## src/rtl/decoder_pkg.sv

```systemverilog
// Shared definitions for the pipelined binary-to-one-hot / thermometer decoder.
package decoder_pkg;

  // Decode mode encodings, sampled together with the index.
  localparam logic DEC_ONEHOT = 1'b0;
  localparam logic DEC_THERMO = 1'b1;

  // Default widths used by the decoder blocks.
  localparam int DEF_IN_W  = 3;
  localparam int DEF_OUT_W = 8;
  localparam int DEF_CNT_W = 16;

endpackage : decoder_pkg

```

## src/rtl/decoder_core.sv

```systemverilog
// Combinational IN_W-to-OUT_W decode: one-hot or thermometer, with an
// out-of-range flag for indices that have no corresponding output bit.
module decoder_core
  import decoder_pkg::*;
#(
  parameter int IN_W  = DEF_IN_W,
  parameter int OUT_W = DEF_OUT_W
) (
  input  logic [IN_W-1:0]  index,
  input  logic             mode,
  output logic [OUT_W-1:0] vec,
  output logic             oob
);

  // Comparisons are done one bit wider than the index so that OUT_W == 2**IN_W
  // is representable and nothing is truncated.
  localparam logic [IN_W:0] LIMIT = (IN_W + 1)'(OUT_W);

  logic [IN_W:0]    idx_ext;
  logic [OUT_W-1:0] onehot_vec;
  logic [OUT_W-1:0] thermo_vec;

  assign idx_ext = {1'b0, index};

  genvar k;
  generate
    for (k = 0; k < OUT_W; k++) begin : g_bit
      localparam logic [IN_W:0] KV = (IN_W + 1)'(k);
      assign onehot_vec[k] = (idx_ext == KV);
      assign thermo_vec[k] = (KV <= idx_ext);
    end
  endgenerate

  // Select the decode style; an out-of-range index always yields an all-zero vector.
  always_comb begin
    oob = (idx_ext >= LIMIT);
    vec = '0;
    if (oob) begin
      vec = '0;
    end else begin
      case (mode)
        DEC_ONEHOT: vec = onehot_vec;
        DEC_THERMO: vec = thermo_vec;
        default:    vec = '0;
      endcase
    end
  end

endmodule : decoder_core

```

## src/rtl/decoder_pipe.sv

```systemverilog
// Registered decoder with valid/ready on both sides and an accepted-transfer
// counter. A single output register gives full throughput: a new index is
// taken whenever the register is empty or being drained in the same cycle.
module decoder_pipe
  import decoder_pkg::*;
#(
  parameter int IN_W  = DEF_IN_W,
  parameter int OUT_W = DEF_OUT_W,
  parameter int CNT_W = DEF_CNT_W
) (
  input  logic             clk_i,
  input  logic             rst_n_i,
  input  logic             in_valid_i,
  output logic             in_ready_o,
  input  logic [IN_W-1:0]  data_i,
  input  logic             mode_i,
  output logic             out_valid_o,
  input  logic             out_ready_i,
  output logic [OUT_W-1:0] data_o,
  output logic             err_o,
  output logic [CNT_W-1:0] count_o
);

  logic [OUT_W-1:0] dec_vec;
  logic             dec_oob;
  logic             accept;

  logic             valid_r;
  logic [OUT_W-1:0] data_r;
  logic             err_r;
  logic [CNT_W-1:0] count_r;

  decoder_core #(
    .IN_W  (IN_W),
    .OUT_W (OUT_W)
  ) u_core (
    .index (data_i),
    .mode  (mode_i),
    .vec   (dec_vec),
    .oob   (dec_oob)
  );

  // Ready is held low during reset so nothing is taken while the block is cleared.
  assign in_ready_o = rst_n_i & (~valid_r | out_ready_i);
  assign accept     = in_valid_i & in_ready_o;

  // Output register: load on accept, empty on drain, hold while stalled.
  always_ff @(posedge clk_i or negedge rst_n_i) begin
    if (!rst_n_i) begin
      valid_r <= 1'b0;
      data_r  <= '0;
      err_r   <= 1'b0;
      count_r <= '0;
    end else if (accept) begin
      valid_r <= 1'b1;
      data_r  <= dec_vec;
      err_r   <= dec_oob;
      count_r <= count_r + CNT_W'(1);
    end else if (out_ready_i) begin
      valid_r <= 1'b0;
      data_r  <= data_r;
      err_r   <= err_r;
      count_r <= count_r;
    end else begin
      valid_r <= valid_r;
      data_r  <= data_r;
      err_r   <= err_r;
      count_r <= count_r;
    end
  end

  assign out_valid_o = valid_r;
  assign data_o      = data_r;
  assign err_o       = err_r;
  assign count_o     = count_r;

endmodule : decoder_pipe

```

## config.mk

```make
export PLATFORM = sky130hd
export DESIGN_NAME = decoder_pipe
export DESIGN_NICKNAME = d
export VERILOG_FILES = /design/src/rtl/decoder_pkg.sv /design/src/rtl/decoder_core.sv /design/src/rtl/decoder_pipe.sv
export SDC_FILE = /design/constraint.sdc
export NUM_CORES = 1
export LEC_CHECK = 0
export ABC_AREA = 1
export CORE_ASPECT_RATIO = 0.9
export CORE_UTILIZATION = 53
export CTS_BUF_LIST = sky130_fd_sc_hd__clkbuf_4 sky130_fd_sc_hd__clkbuf_8
export DETAILED_ROUTE_END_ITERATION = 12
export PLACE_DENSITY_LB_ADDON = 0.15
export SETUP_SLACK_MARGIN = 0.1
export SYNTH_ARGS = -nofsm -noshare
export SYNTH_HDL_FRONTEND = slang
export SYNTH_SLANG_ARGS = --single-unit
```

## constraint.sdc

```tcl
create_clock -name clk_i -period 3.9 [get_ports clk_i]
set_input_delay 0.78 -clock clk_i [delete_from_list [all_inputs] [get_ports clk_i]]
set_output_delay 0.78 -clock clk_i [all_outputs]
set_load 0.05 [all_outputs]
```

======== After elaboration in Yosys (flattened, before gate mapping) ========
Index checks and enable logic that the tools add are counted.
Widths: inputs -> output; s select.
word-level totals
  flip-flop bits (word level) ............. 26
  logic and storage cells ................. 32
operators by class
  add/subtract/negate cells ............... 1
  order comparisons ....................... 9
  equality and inequality tests ........... 7
  mux-type cells .......................... 4
  bitwise gates (word level) .............. 5
  reduce and logical (&&, ||, !) cells .... 2
operators with widths
  cell                   number
  $add 16x1->16 const B  1
  $pmux 8 s2             1
  $eq 3x3->1 const B     4
  $le 3x3->1 const A     4
  $mux 8                 1
  $eq 3x2->1 const B     2
  $le 1x3->1 const A     2
  $le 2x3->1 const A     2
  $ge 3x4->1 const B     1
  $logic_not 4->1        1
  $eq 3x1->1 const B     1
  $and 1x1->1            2
  $mux 1                 2
  $not 1->1              2
  $reduce_bool 2->1      1
  $or 1x1->1             1

======== Logic depth before layout (Yosys ltp) ========
Gate-level depths: netlist (run 1).
  depth in word-level cells ............... 5
  gate-level depth with buffers ........... 8
  depth with buffers taken out ............ 8

======== Cells and area by module ========
A second synthesis (run 1) with hierarchy kept.
second synthesis, totals
  cell total of the unflattened synthesis .. 179
  area total of the unflattened synthesis .. 1403.8 µm²
by module, submodules not included
  module        times used  cells each  area each (µm²)
  decoder_pipe  1           155         1305.0
  decoder_core  1           24          98.8

======== Worst setup path before layout (run 1) ========
Ideal clock, no wire load.
  kind .................................... input to output
  from .................................... in out_ready_i
  to ...................................... out in_ready_o
  data arrival time ....................... 1.254 ns
  required time ........................... 3.120 ns
  setup slack ............................. 1.866 ns
  cell stages on the path ................. 4
  path buffers ............................ 0
  cells stage by stage .................... inv_1 > nand2_2 > nand2_1 > inv_1
on the way
  longest elaborated chain between the ends .. 2
ends and longest elaborated chain
  what                line                RTL
  start: declaration  decoder_pipe.sv:18  input logic out_ready_i,
  $or 1x1->1          decoder_pipe.sv:44  assign in_ready_o = rst_n_i & (~valid_r | out_ready_i);
  $and 1x1->1         decoder_pipe.sv:44
  end: declaration    decoder_pipe.sv:14  output logic in_ready_o,
No other way between the ends.

======== Worst setup path after layout (run 1) ========
  from .................................... in rst_n_i
  to ...................................... out in_ready_o
on the way
  longest elaborated chain between the ends .. 1
ends and longest elaborated chain
  what                line                RTL
  start: declaration  decoder_pipe.sv:12  input logic rst_n_i,
  $and 1x1->1         decoder_pipe.sv:44
No other way between the ends.

==> run summary, run 1 <==
OUTCOME
-------------------------------------------------------------------------------------------
Run status                                                                     complete, no violations

TIMING
-------------------------------------------------------------------------------------------
Worst-case headroom to the max-slew limit                                             62.6%
Worst hold margin                                                                  0.490 ns
Peak clock frequency supported by timing                                            364 MHz
Post-route clock period utilization                                                   70.4%
Final count of pins violating max slew                                                    0
Worst-case clock skew                                                             0.0102 ns
Number of failing hold endpoints at the final stage                                       0
Worst slew pin tran                                                                0.559 ns
Final-report setup violation count                                                        0
Unrepaired setup endpoints after global routing                                          no
Min Tclk post-route                                                                 2.75 ns
Setup TNS                                                                              0 ns

WORST SETUP PATH
-------------------------------------------------------------------------------------------
Required time reported for the critical path endpoint                               3.12 ns
Standard cell with the maximum stage delay on the critical path                sky130_fd_sc_hd__clkdlybuf4s50_1
Data arrival, critical path                                                         1.97 ns
Capturing element type of the critical path                                     output port
Delay-heaviest family, CP                                                      buffers and inverters
Crit path launch type                                                            input port
Cell chain of the critical path                                                clkdlybuf4s50_1 > nand2_1 > inv_1 > buf_4
Type of the worst setup path                                                         in2out
Stage delay of the slowest cell on the critical path                                0.82 ns
Crit path buf inv count                                                                   3
Slack of the worst reg-to-reg path                                                  2.34 ns
Highest net fanout along the worst path                                                  13

DRT
-------------------------------------------------------------------------------------------
Detailed-routing iteration count for the pre-antenna-repair pass                          4
Via count                                                                              1117
Via density per instance                                                               5.05
DR DRC count                                                                              0
Number of design-rule violations left by the first detailed-router iteration             18
Routed Antenna Nets                                                                       0
Average detailed-routed wire length per instance                                    12.3 µm
Routed Wire Length                                                                  2.72 mm

YOSYS
-------------------------------------------------------------------------------------------
Cell types occupying the most area after synthesis                             sky130_fd_sc_hd__dfrtp_1 (48%), sky130_fd_sc_hd__nand2_1 (15%), sky130_fd_sc_hd__inv_1 (5.7%)
Mapped Nets                                                                             169
Fraction of the yosys area taken by sequential cells                                  47.8%
Synth warn                                                                                0
Synthesized flop and latch total                                                         25
Yosys top cell by area                                                         sky130_fd_sc_hd__dfrtp_1
Post-synthesis instance total                                                           160
Number of distinct library cells after synthesis                                         26
Synthesized area                                                                   1310 µm²
Top flip-flop cell by instance count after synthesis                           sky130_fd_sc_hd__dfrtp_1
Yosys top cell area share                                                             47.8%
Synthesized area per cell                                                          8.18 µm²
Fraction of registers with async set or reset after synthesis                          100%
Number of enable-type register cells in the synthesized netlist                           0

CTS
-------------------------------------------------------------------------------------------
Clock transition at the registers of the reported paths                             0.11 ns
Number of buffers on the longest clock path                                               2
H-tree depth                                                                              1
TritonCTS clock tree                                                                   done
CTS sink cnt                                                                             25
Clock network latency to the later pin of the worst-skew pair                       0.32 ns
Total clock buffers created by CTS                                                        3
Post-cts sizing count                                                                     0
Clock root buffer master                                                       sky130_fd_sc_hd__clkbuf_4
Post-cts hold buffer count                                                                0
Count of buffers added by post-CTS timing repair for setup                                0

PLACED DESIGN
-------------------------------------------------------------------------------------------
RD Place Congestion                                                                   0.899
Instance area after placement                                                      1640 µm²
Port Buf Inserts                                                                         33
Cell count after placement                                                              217
DP HPWL                                                                             2.04 mm

FLOORPLANNING
-------------------------------------------------------------------------------------------
X dimension of the die                                                              54.4 µm
Total die area                                                                     2670 µm²
Vertical die dimension                                                              49.1 µm
Number of top-level pins                                                                 35
Placeable core region                                                              2260 µm²
Number of standard-cell rows in the floorplan                                            16
Initial Util                                                                          57.9%

CELLS AND AREA
-------------------------------------------------------------------------------------------
Final Instance Count excl. Fillers                                                      221
Fraction of layout cells with a size suffix above 1                                   8.25%
Fraction of the core area covered by cells at the end of the flow                     73.9%
Post-layout nets                                                                        204
Number of antenna repair diodes                                                           0
Area growth from synthesis to layout                                                  27.8%
Commonest cells after routing, fill and taps aside                             sky130_fd_sc_hd__nand2_1 (53), sky130_fd_sc_hd__clkdlybuf4s50_1 (32), sky130_fd_sc_hd__dfrtp_1 (25)
Most frequent standard cell in the layout excluding fill and tap cells         sky130_fd_sc_hd__nand2_1
Non-Filler Cell Area, Final                                                        1670 µm²

GRT
-------------------------------------------------------------------------------------------
Pin count of the biggest net entering global routing                                     23
Antenna violations before repair                                                          0
Overall track demand over capacity in global routing                                  24.9%
Final global-route overflow total                                                         0
Vias in the first global route                                                         1093
Global-route wire length before repair                                              4.80 mm

PWR
-------------------------------------------------------------------------------------------
Lkg Pwr                                                                         0.000776 µW
Max VDD drop                                                                       0.574 mV
P per Cell Area                                                                  583 nW/µm²

FLOW RUN
-------------------------------------------------------------------------------------------
Max cap viols                                                                             0

HOLD PATH
-------------------------------------------------------------------------------------------
Worst hold-check path type                                                          reg2reg

-- worst register-to-register path, cell delays in order, from the launching register on --
cell	delay, ns
sky130_fd_sc_hd__dfrtp_1	0.48
sky130_fd_sc_hd__ha_1	0.24
sky130_fd_sc_hd__nand2_2	0.09
sky130_fd_sc_hd__nor2_2	0.17
sky130_fd_sc_hd__nor2b_4	0.27
sky130_fd_sc_hd__nand2_1	0.09
sky130_fd_sc_hd__nand2_1	0.08
sky130_fd_sc_hd__nand2_1	0.05
-- flip-flops by register name (all words and copies together) (netlist names) --
register / flops
count_o: 16
data_o: 8
out_valid_o: 1
-- per-layer routing --
layer / vias up / track usage, % / routed length, µm
met2: 29 / 40.9 / 1340
li1: 568 / - / -
met5: - / 0 / 0
met4: 0 / 2.56 / 10
met3: 2 / 6.54 / 148
met1: 518 / 33.7 / 1210
-- final cells by class --
class	instances	area, µm²
timing repair buffer	34	335
sequential	25	626
inverter	20	75.1
fill	170	589
clock buffer	4	30.0
multi-input combinational	111	573
tap	27	33.8
-- per-stage QoR --
| stage | total power (µW) | setup slack (ns) |
|---|---|---|
| CTS | 982 | 1.11 |
| finish | 975 | 1.15 |
| floorplan | 699 | 1.87 |
| detailed placement | 858 | 1.12 |
| global placement | 847 | 1.15 |
| global route | 1030 | 0.998 |
-- cell usage after synthesis (2+ instances only) --
cell,number
sky130_fd_sc_hd__xor2_1,4
sky130_fd_sc_hd__nor2_2,3
sky130_fd_sc_hd__dfrtp_1,25
sky130_fd_sc_hd__nand3b_1,3
sky130_fd_sc_hd__nand2_1,53
sky130_fd_sc_hd__inv_1,20
sky130_fd_sc_hd__o21ai_0,7
sky130_fd_sc_hd__a21oi_1,3
sky130_fd_sc_hd__nand3_1,8
sky130_fd_sc_hd__buf_6,2
sky130_fd_sc_hd__nand4_1,4
sky130_fd_sc_hd__o31ai_1,3
sky130_fd_sc_hd__nand2_2,2
sky130_fd_sc_hd__nor2_1,11
-- cell families (layout without fill, tap and decap cells) --
family	count (synthesis)	after routing	synth area share, %
and+or+nand+nor	89	89	31.8
xor gates and xnor gates	6	6	4.59
DFF	25	25	47.8
adders and majority gates	1	1	0.956
other	1	1	0.287
AOI/OAI and AO/OA	14	14	6.12
buffers and inverters	24	58	8.41
-- report_power, final --
group	internal (µW)	total [µW]	leakage (µW)	switching (µW)
logic	154	472	0.000448	318
registers	313	385	0.000310	71.8
clock network	46.9	118	0.0000184	70.7
total	514	975	0.000776	460
-- final timing paths --
kind / start / depth (start not counted) / endpoint
min: data_o[5]$_DFFE_PN0P_ / 2 / data_o[5]$_DFFE_PN0P_
min in group asynchronous: rst_n_i / 1 / out_valid_o$_DFFE_PN0P_
max in group asynchronous: rst_n_i / 2 / data_o[6]$_DFFE_PN0P_
max reg2reg: count_o[0]$_DFFE_PN0P_ / 7 / count_o[8]$_DFFE_PN0P_
min reg2reg: data_o[5]$_DFFE_PN0P_ / 2 / data_o[5]$_DFFE_PN0P_
max: rst_n_i / 4 / in_ready_o
Note: power is estimated with default switching activity, not from simulation.
==> inputs of run 2 (changes only) <==
--- a/config.mk
+++ b/config.mk
@@ -7,7 +7,7 @@
 export LEC_CHECK = 0
 export ABC_AREA = 1
 export CORE_ASPECT_RATIO = 0.9
-export CORE_UTILIZATION = 53
+export CORE_UTILIZATION = 45
 export CTS_BUF_LIST = sky130_fd_sc_hd__clkbuf_4 sky130_fd_sc_hd__clkbuf_8
 export DETAILED_ROUTE_END_ITERATION = 12
 export PLACE_DENSITY_LB_ADDON = 0.15
==> constraint.sdc (replaced) <==
create_clock -name clk_i -period 2.22 [get_ports clk_i]
set_input_delay 0.444 -clock clk_i [delete_from_list [all_inputs] [get_ports clk_i]]
set_output_delay 0.444 -clock clk_i [all_outputs]
set_load 0.05 [all_outputs]
==> run summary, run 2 (synthesis results as in run 1) <==
OUTCOME
-------------------------------------------------------------------------------------------
Run status                                                                     complete, no violations   unchanged

FLOORPLANNING
-------------------------------------------------------------------------------------------
Vertical die dimension                                                              53.2 µm   was 49.1 µm
X dimension of the die                                                              58.8 µm   was 54.4 µm
Placeable core region                                                              2750 µm²   was 2260 µm²
Total die area                                                                     3130 µm²   was 2670 µm²
Initial Util                                                                          47.6%   was 57.9%
Number of standard-cell rows in the floorplan                                            18   was 16
Number of top-level pins                                                                 35   unchanged

PWR
-------------------------------------------------------------------------------------------
Lkg Pwr                                                                         0.000823 µW   was 0.000776 µW
Max VDD drop                                                                       0.915 mV   was 0.574 mV
P per Cell Area                                                                  999 nW/µm²   was 583 nW/µm²

CELLS AND AREA
-------------------------------------------------------------------------------------------
Post-layout nets                                                                        204   unchanged
Most frequent standard cell in the layout excluding fill and tap cells         sky130_fd_sc_hd__nand2_1   unchanged
Largest register FFs                                                                     16   unchanged
Non-Filler Cell Area, Final                                                        1710 µm²   was 1670 µm²
Commonest cells after routing, fill and taps aside                             sky130_fd_sc_hd__nand2_1 (53), sky130_fd_sc_hd__clkdlybuf4s50_1 (28), sky130_fd_sc_hd__dfrtp_1 (25)   was sky130_fd_sc_hd__nand2_1 (53), sky130_fd_sc_hd__clkdlybuf4s50_1 (32), sky130_fd_sc_hd__dfrtp_1 (25)
Fraction of layout cells with a size suffix above 1                                   8.25%   unchanged
Number of antenna repair diodes                                                           0   unchanged
Area growth from synthesis to layout                                                  30.5%   was 27.8%
Fillcell total                                                                          271   was 170

WORST SETUP PATH
-------------------------------------------------------------------------------------------
Stage delay of the slowest cell on the critical path                                0.84 ns   was 0.82 ns
Capturing element type of the critical path                                     output port   unchanged
Delay-heaviest family, CP                                                      buffers and inverters   unchanged
Highest net fanout along the worst path                                                   5   was 13
Crit path buf inv count                                                                   1   was 3
Required time reported for the critical path endpoint                               1.78 ns   was 3.12 ns
Crit path launch type                                                              register   was input port
Cell chain of the critical path                                                clkdlybuf4s50_1   was clkdlybuf4s50_1 > nand2_1 > inv_1 > buf_4
Type of the worst setup path                                                        reg2out   was in2out
Data arrival, critical path                                                         1.61 ns   was 1.97 ns
Standard cell with the maximum stage delay on the critical path                sky130_fd_sc_hd__clkdlybuf4s50_1   unchanged

TIMING
-------------------------------------------------------------------------------------------
Unrepaired setup endpoints after global routing                                          no   unchanged
Final count of pins violating max slew                                                    0   unchanged
Worst slew pin tran                                                                0.509 ns   was 0.559 ns
Worst-case headroom to the max-slew limit                                             66.0%   was 62.6%
Worst hold margin                                                                  0.495 ns   was 0.490 ns
Worst-case clock skew                                                             0.0122 ns   was 0.0102 ns
Post-route clock period utilization                                                   92.6%
Min Tclk post-route                                                                 2.05 ns
Number of failing hold endpoints at the final stage                                       0   unchanged
Setup TNS                                                                              0 ns   unchanged
Final-report setup violation count                                                        0   unchanged
Peak clock frequency supported by timing                                            487 MHz

CTS
-------------------------------------------------------------------------------------------
TritonCTS clock tree                                                                   done   unchanged
Total clock buffers created by CTS                                                        3   unchanged
Clock network latency to the later pin of the worst-skew pair                       0.32 ns   about the same
Clock transition at the registers of the reported paths                             0.14 ns   was 0.11 ns
Clock root buffer master                                                       sky130_fd_sc_hd__clkbuf_4   unchanged
CTS sink cnt                                                                             25   unchanged
Number of buffers on the longest clock path                                               2   unchanged
H-tree depth                                                                              1   unchanged
Post-cts hold buffer count                                                                0   unchanged
Post-cts sizing count                                                                     1   was 0
Count of buffers added by post-CTS timing repair for setup                                0   unchanged

GRT
-------------------------------------------------------------------------------------------
Pin count of the biggest net entering global routing                                     26   was 23
Antenna violations before repair                                                          0   unchanged
Overall track demand over capacity in global routing                                  18.9%   was 24.9%
Global-route wire length before repair                                              4.44 mm   was 4.80 mm
Vias in the first global route                                                         1026   was 1093
Final global-route overflow total                                                         0   unchanged

DRT
-------------------------------------------------------------------------------------------
Routed Wire Length                                                                  2.65 mm   was 2.72 mm
Routed Antenna Nets                                                                       0   unchanged
Detailed-routing iteration count for the pre-antenna-repair pass                          4   unchanged
Number of design-rule violations left by the first detailed-router iteration             42   was 18
Via density per instance                                                               4.89   was 5.05
DR DRC count                                                                              0   unchanged
Average detailed-routed wire length per instance                                    11.3 µm   was 12.3 µm
Via count                                                                              1145   was 1117

PLACED DESIGN
-------------------------------------------------------------------------------------------
Port Buf Inserts                                                                         33   unchanged
Instance area after placement                                                      1670 µm²   was 1640 µm²
RD Place Congestion                                                                   0.861   was 0.899
DP HPWL                                                                             1.92 mm   was 2.04 mm

FLOW RUN
-------------------------------------------------------------------------------------------
Max cap viols                                                                             0   unchanged

HOLD PATH
-------------------------------------------------------------------------------------------
Worst hold-check path type                                                          reg2reg   unchanged

## run 2: final cells by class
class | instances | area (µm²) | area share [%]
Multi-Input combinational cell | 111 | 573 | 33.6
Timing Repair Buffer | 34 | 354 | 20.7
Inverter | 20 | 75.1 | 4.40
Sequential cell | 25 | 626 | 36.6
Clock buffer | 4 | 30.0 | 1.76
Tap cell | 40 | 50.0 | 2.93
## run 2: per-layer routing
layer / share of wire, % / GRT usage (%) / up-vias
met1: 50 / 26.7 / 542
li1: - / - / 567
met4: 1.1 / 5.95 / 0
met3: 4.4 / 2.93 / 5
met5: 0 / 0 / -
met2: 44 / 29.7 / 31
## run 2: path summary, 6_finish.rpt
kind / from / endpoint / slack, ns / cells after the start
worst max-delay path: count_o[2]$_DFFE_PN0P_ / count_o[2] / 0.17 / 1
worst min-delay path: data_o[7]$_DFFE_PN0P_ / data_o[7]$_DFFE_PN0P_ / 0.50 / 2
worst max register to register: count_o[0]$_DFFE_PN0P_ / count_o[12]$_DFFE_PN0P_ / 0.72 / 7
worst min register to register: data_o[7]$_DFFE_PN0P_ / data_o[7]$_DFFE_PN0P_ / 0.50 / 2
max in group asynchronous: rst_n_i / count_o[10]$_DFFE_PN0P_ / 1.36 / 2
min in group asynchronous: rst_n_i / count_o[4]$_DFFE_PN0P_ / 0.61 / 2
## run 2: power breakdown
part           internal, µW  switching [µW]  leakage (µW)
clock network          82.4             133     0.0000184
logic                   264             553      0.000495
registers               550             124      0.000310
## run 2: metrics by stage
step	util (%)	setup WS [ns]	total power, µW	instances
5_1_grt	62.2	0.113	1800	234
3_5_place_dp	60.8	0.280	1510	230
3_3_place_gp	60.8	0.322	1490	230
2_1_floorplan	-	0.517	1230	160
6_report	62.2	0.165	1710	234
4_1_cts	61.9	0.112	1720	234
==> inputs of run 3 (changes only) <==
--- a/config.mk
+++ b/config.mk
@@ -10,6 +10,7 @@
 export CORE_UTILIZATION = 45
 export CTS_BUF_LIST = sky130_fd_sc_hd__clkbuf_4 sky130_fd_sc_hd__clkbuf_8
 export DETAILED_ROUTE_END_ITERATION = 12
+export MAX_ROUTING_LAYER = met4
 export PLACE_DENSITY_LB_ADDON = 0.15
 export SETUP_SLACK_MARGIN = 0.1
 export SYNTH_ARGS = -nofsm -noshare
==> run summary, run 3 (synthesis results as in run 1) <==
GRT
-------------------------------------------------------------------------------------------
Vias in the first global route                                                         1025   was 1026
Antenna violations before repair                                                          0   unchanged
Global-route wire length before repair                                              4.45 mm   was 4.44 mm
Final global-route overflow total                                                         0   unchanged
Overall track demand over capacity in global routing                                  19.4%   was 18.9%
Pin count of the biggest net entering global routing                                     26   unchanged

TIMING
-------------------------------------------------------------------------------------------
Worst slew pin tran                                                                0.509 ns   unchanged
Worst-case headroom to the max-slew limit                                             66.0%   unchanged
Number of failing hold endpoints at the final stage                                       0   unchanged
Setup TNS                                                                              0 ns   unchanged
Final-report setup violation count                                                        0   unchanged
Peak clock frequency supported by timing                                            488 MHz   was 487 MHz
Worst hold margin                                                                  0.495 ns   about the same
Post-route clock period utilization                                                   92.4%   was 92.6%
Min Tclk post-route                                                                 2.05 ns   about the same
Worst-case clock skew                                                             0.0124 ns   was 0.0122 ns
Final count of pins violating max slew                                                    0   unchanged
Unrepaired setup endpoints after global routing                                          no   unchanged

PWR
-------------------------------------------------------------------------------------------
Lkg Pwr                                                                         0.000823 µW   unchanged
Max VDD drop                                                                       0.916 mV   was 0.915 mV
P per Cell Area                                                                  998 nW/µm²   was 999 nW/µm²
Total power of the final layout                                                     1710 µW   about the same

WORST SETUP PATH
-------------------------------------------------------------------------------------------
Crit path launch type                                                              register   unchanged
Standard cell with the maximum stage delay on the critical path                sky130_fd_sc_hd__clkdlybuf4s50_1   unchanged
Required time reported for the critical path endpoint                               1.78 ns   about the same
Worst flop-to-flop path startpoint                                             count_o[0]$_DFFE_PN0P_   unchanged
Stage delay of the slowest cell on the critical path                                0.83 ns   was 0.84 ns
Worst Setup SP                                                                 count_o[2]$_DFFE_PN0P_   unchanged
Crit path buf inv count                                                                   1   unchanged
Highest net fanout along the worst path                                                   5   unchanged
R2R Path End                                                                   count_o[12]$_DFFE_PN0P_   unchanged
Data arrival, critical path                                                         1.61 ns   about the same
Setup crit end                                                                   count_o[2]   unchanged
Capturing element type of the critical path                                     output port   unchanged
Type of the worst setup path                                                        reg2out   unchanged
Logic depth of the worst path, buffers included                                           1   unchanged
Cell chain of the critical path                                                clkdlybuf4s50_1   unchanged
Delay-heaviest family, CP                                                      buffers and inverters   unchanged
Slack of the worst reg-to-reg path                                                  0.73 ns   was 0.72 ns
R2R cell count                                                                            7   unchanged

CTS
-------------------------------------------------------------------------------------------
Clock network latency to the later pin of the worst-skew pair                       0.32 ns   about the same
Post-cts hold buffer count                                                                0   unchanged
TritonCTS clock tree                                                                   done   unchanged
Clock root buffer master                                                       sky130_fd_sc_hd__clkbuf_4   unchanged
CTS sink cnt                                                                             25   unchanged
Total clock buffers created by CTS                                                        3   unchanged
Number of buffers on the longest clock path                                               2   unchanged
Clock transition at the registers of the reported paths                             0.14 ns   about the same
H-tree depth                                                                              1   unchanged

CELLS AND AREA
-------------------------------------------------------------------------------------------
Footprint of the multi-input gates                                                  573 µm²   unchanged
Fraction of the core area covered by cells at the end of the flow                     62.2%   unchanged
Area growth from synthesis to layout                                                  30.5%   unchanged
Most frequent standard cell in the layout excluding fill and tap cells         sky130_fd_sc_hd__nand2_1   unchanged
Largest register FFs                                                                     16   unchanged
Post-layout nets                                                                        204   unchanged
Commonest cells after routing, fill and taps aside                             sky130_fd_sc_hd__nand2_1 (53), sky130_fd_sc_hd__clkdlybuf4s50_1 (28), sky130_fd_sc_hd__dfrtp_1 (25)   unchanged
Sequential cell area in the final layout                                            626 µm²   unchanged
Fraction of layout cells with a size suffix above 1                                   8.25%   unchanged
Number of antenna repair diodes                                                           0   unchanged
Fillcell total                                                                          271   unchanged

HOLD PATH
-------------------------------------------------------------------------------------------
Worst hold-check path type                                                          reg2reg   unchanged

DRT
-------------------------------------------------------------------------------------------
Average detailed-routed wire length per instance                                    11.3 µm   about the same
Via count                                                                              1148   was 1145
Routed Wire Length                                                                  2.63 mm   was 2.65 mm
DR DRC count                                                                              0   unchanged
Detailed-routing iteration count for the pre-antenna-repair pass                          5   was 4
Routed Antenna Nets                                                                       0   unchanged
Number of design-rule violations left by the first detailed-router iteration             42   unchanged
Via density per instance                                                               4.91   was 4.89

FLOW RUN
-------------------------------------------------------------------------------------------
Max cap viols                                                                             0   unchanged

PLACED DESIGN
-------------------------------------------------------------------------------------------
Port Buf Inserts                                                                         33   unchanged
RD Place Congestion                                                                   0.875   was 0.861
DP HPWL                                                                             1.92 mm   unchanged

FLOORPLANNING
-------------------------------------------------------------------------------------------
Vertical die dimension                                                              53.2 µm   unchanged
Total die area                                                                     3130 µm²   unchanged
Initial Util                                                                          47.6%   unchanged
X dimension of the die                                                              58.8 µm   unchanged
Placeable core region                                                              2750 µm²   unchanged
Number of standard-cell rows in the floorplan                                            18   unchanged
Number of top-level pins                                                                 35   unchanged

OUTCOME
-------------------------------------------------------------------------------------------
Run status                                                                     complete, no violations   unchanged

## run 3: cell counts in the layout (fill, tap and decap cells not counted)
No cell type changed its count.
## run 3: worst register-to-register path: cells and delay by family (launching register included)
kind | cells | cell delay [ns]
AND/OR/NAND/NOR | 6 | 0.70
flip-flops | 1 | 0.49
adder cells (fa/ha/maj) | 1 | 0.23
## run 3: area by class of cell
| class | instances | area share (%) |
|---|---|---|
| Clock buffer | 4 | 1.76 |
| Inverter | 20 | 4.40 |
| Multi-Input combinational cell | 111 | 33.6 |
| Sequential cell | 25 | 36.6 |
| Timing Repair Buffer | 34 | 20.7 |
| Tap cell | 40 | 2.93 |
## run 3: how the worst min path moves through the flow
stage / cells after the start / slack, ns / from / end
floorplan: 0 / 0.15 / rst_n_i / count_o[0]$_DFFE_PN0P_
global placement: 2 / 0.47 / data_o[7]$_DFFE_PN0P_ / data_o[7]$_DFFE_PN0P_
detailed placement: 2 / 0.47 / data_o[7]$_DFFE_PN0P_ / data_o[7]$_DFFE_PN0P_
CTS: 2 / 0.50 / data_o[7]$_DFFE_PN0P_ / data_o[7]$_DFFE_PN0P_
global route: 2 / 0.54 / data_o[5]$_DFFE_PN0P_ / data_o[5]$_DFFE_PN0P_
finish: 2 / 0.50 / data_o[7]$_DFFE_PN0P_ / data_o[7]$_DFFE_PN0P_
## run 3: routing by layer
metal	global-route usage, %	up-vias	wire (µm)
li1	-	569	-
met1	27.0	543	1330
met2	29.7	31	1160
met3	2.44	5	116
met4	5.95	0	29
met5	-	-	0
## run 3: report_power, final
group | leakage [µW] | total [µW] | switching [µW] | internal, µW
Combinational | 0.000495 | 816 | 552 | 264
Sequential | 0.000310 | 674 | 124 | 550
Clock | 0.0000184 | 215 | 133 | 82.4
Total | 0.000823 | 1710 | 809 | 896
## run 3: what timing repair did
| action | 4_1_cts | 5_1_grt |
|---|---|---|
| pin swaps | 0 | 0 |
| setup endpoints to repair | 1 | 3 |
| buffers inserted | 0 | 0 |
| gates cloned | 0 | 0 |
| resized for setup | 1 | 3 |
## run 3: per-stage QoR
step / instance area (µm²) / setup WS, ns / cells
5_1_grt: 1710 / 0.113 / 234
2_1_floorplan: 1310 / 0.517 / 160
3_5_place_dp: 1670 / 0.280 / 230
6_report: 1710 / 0.169 / 234
3_3_place_gp: 1670 / 0.322 / 230
4_1_cts: 1700 / 0.112 / 234
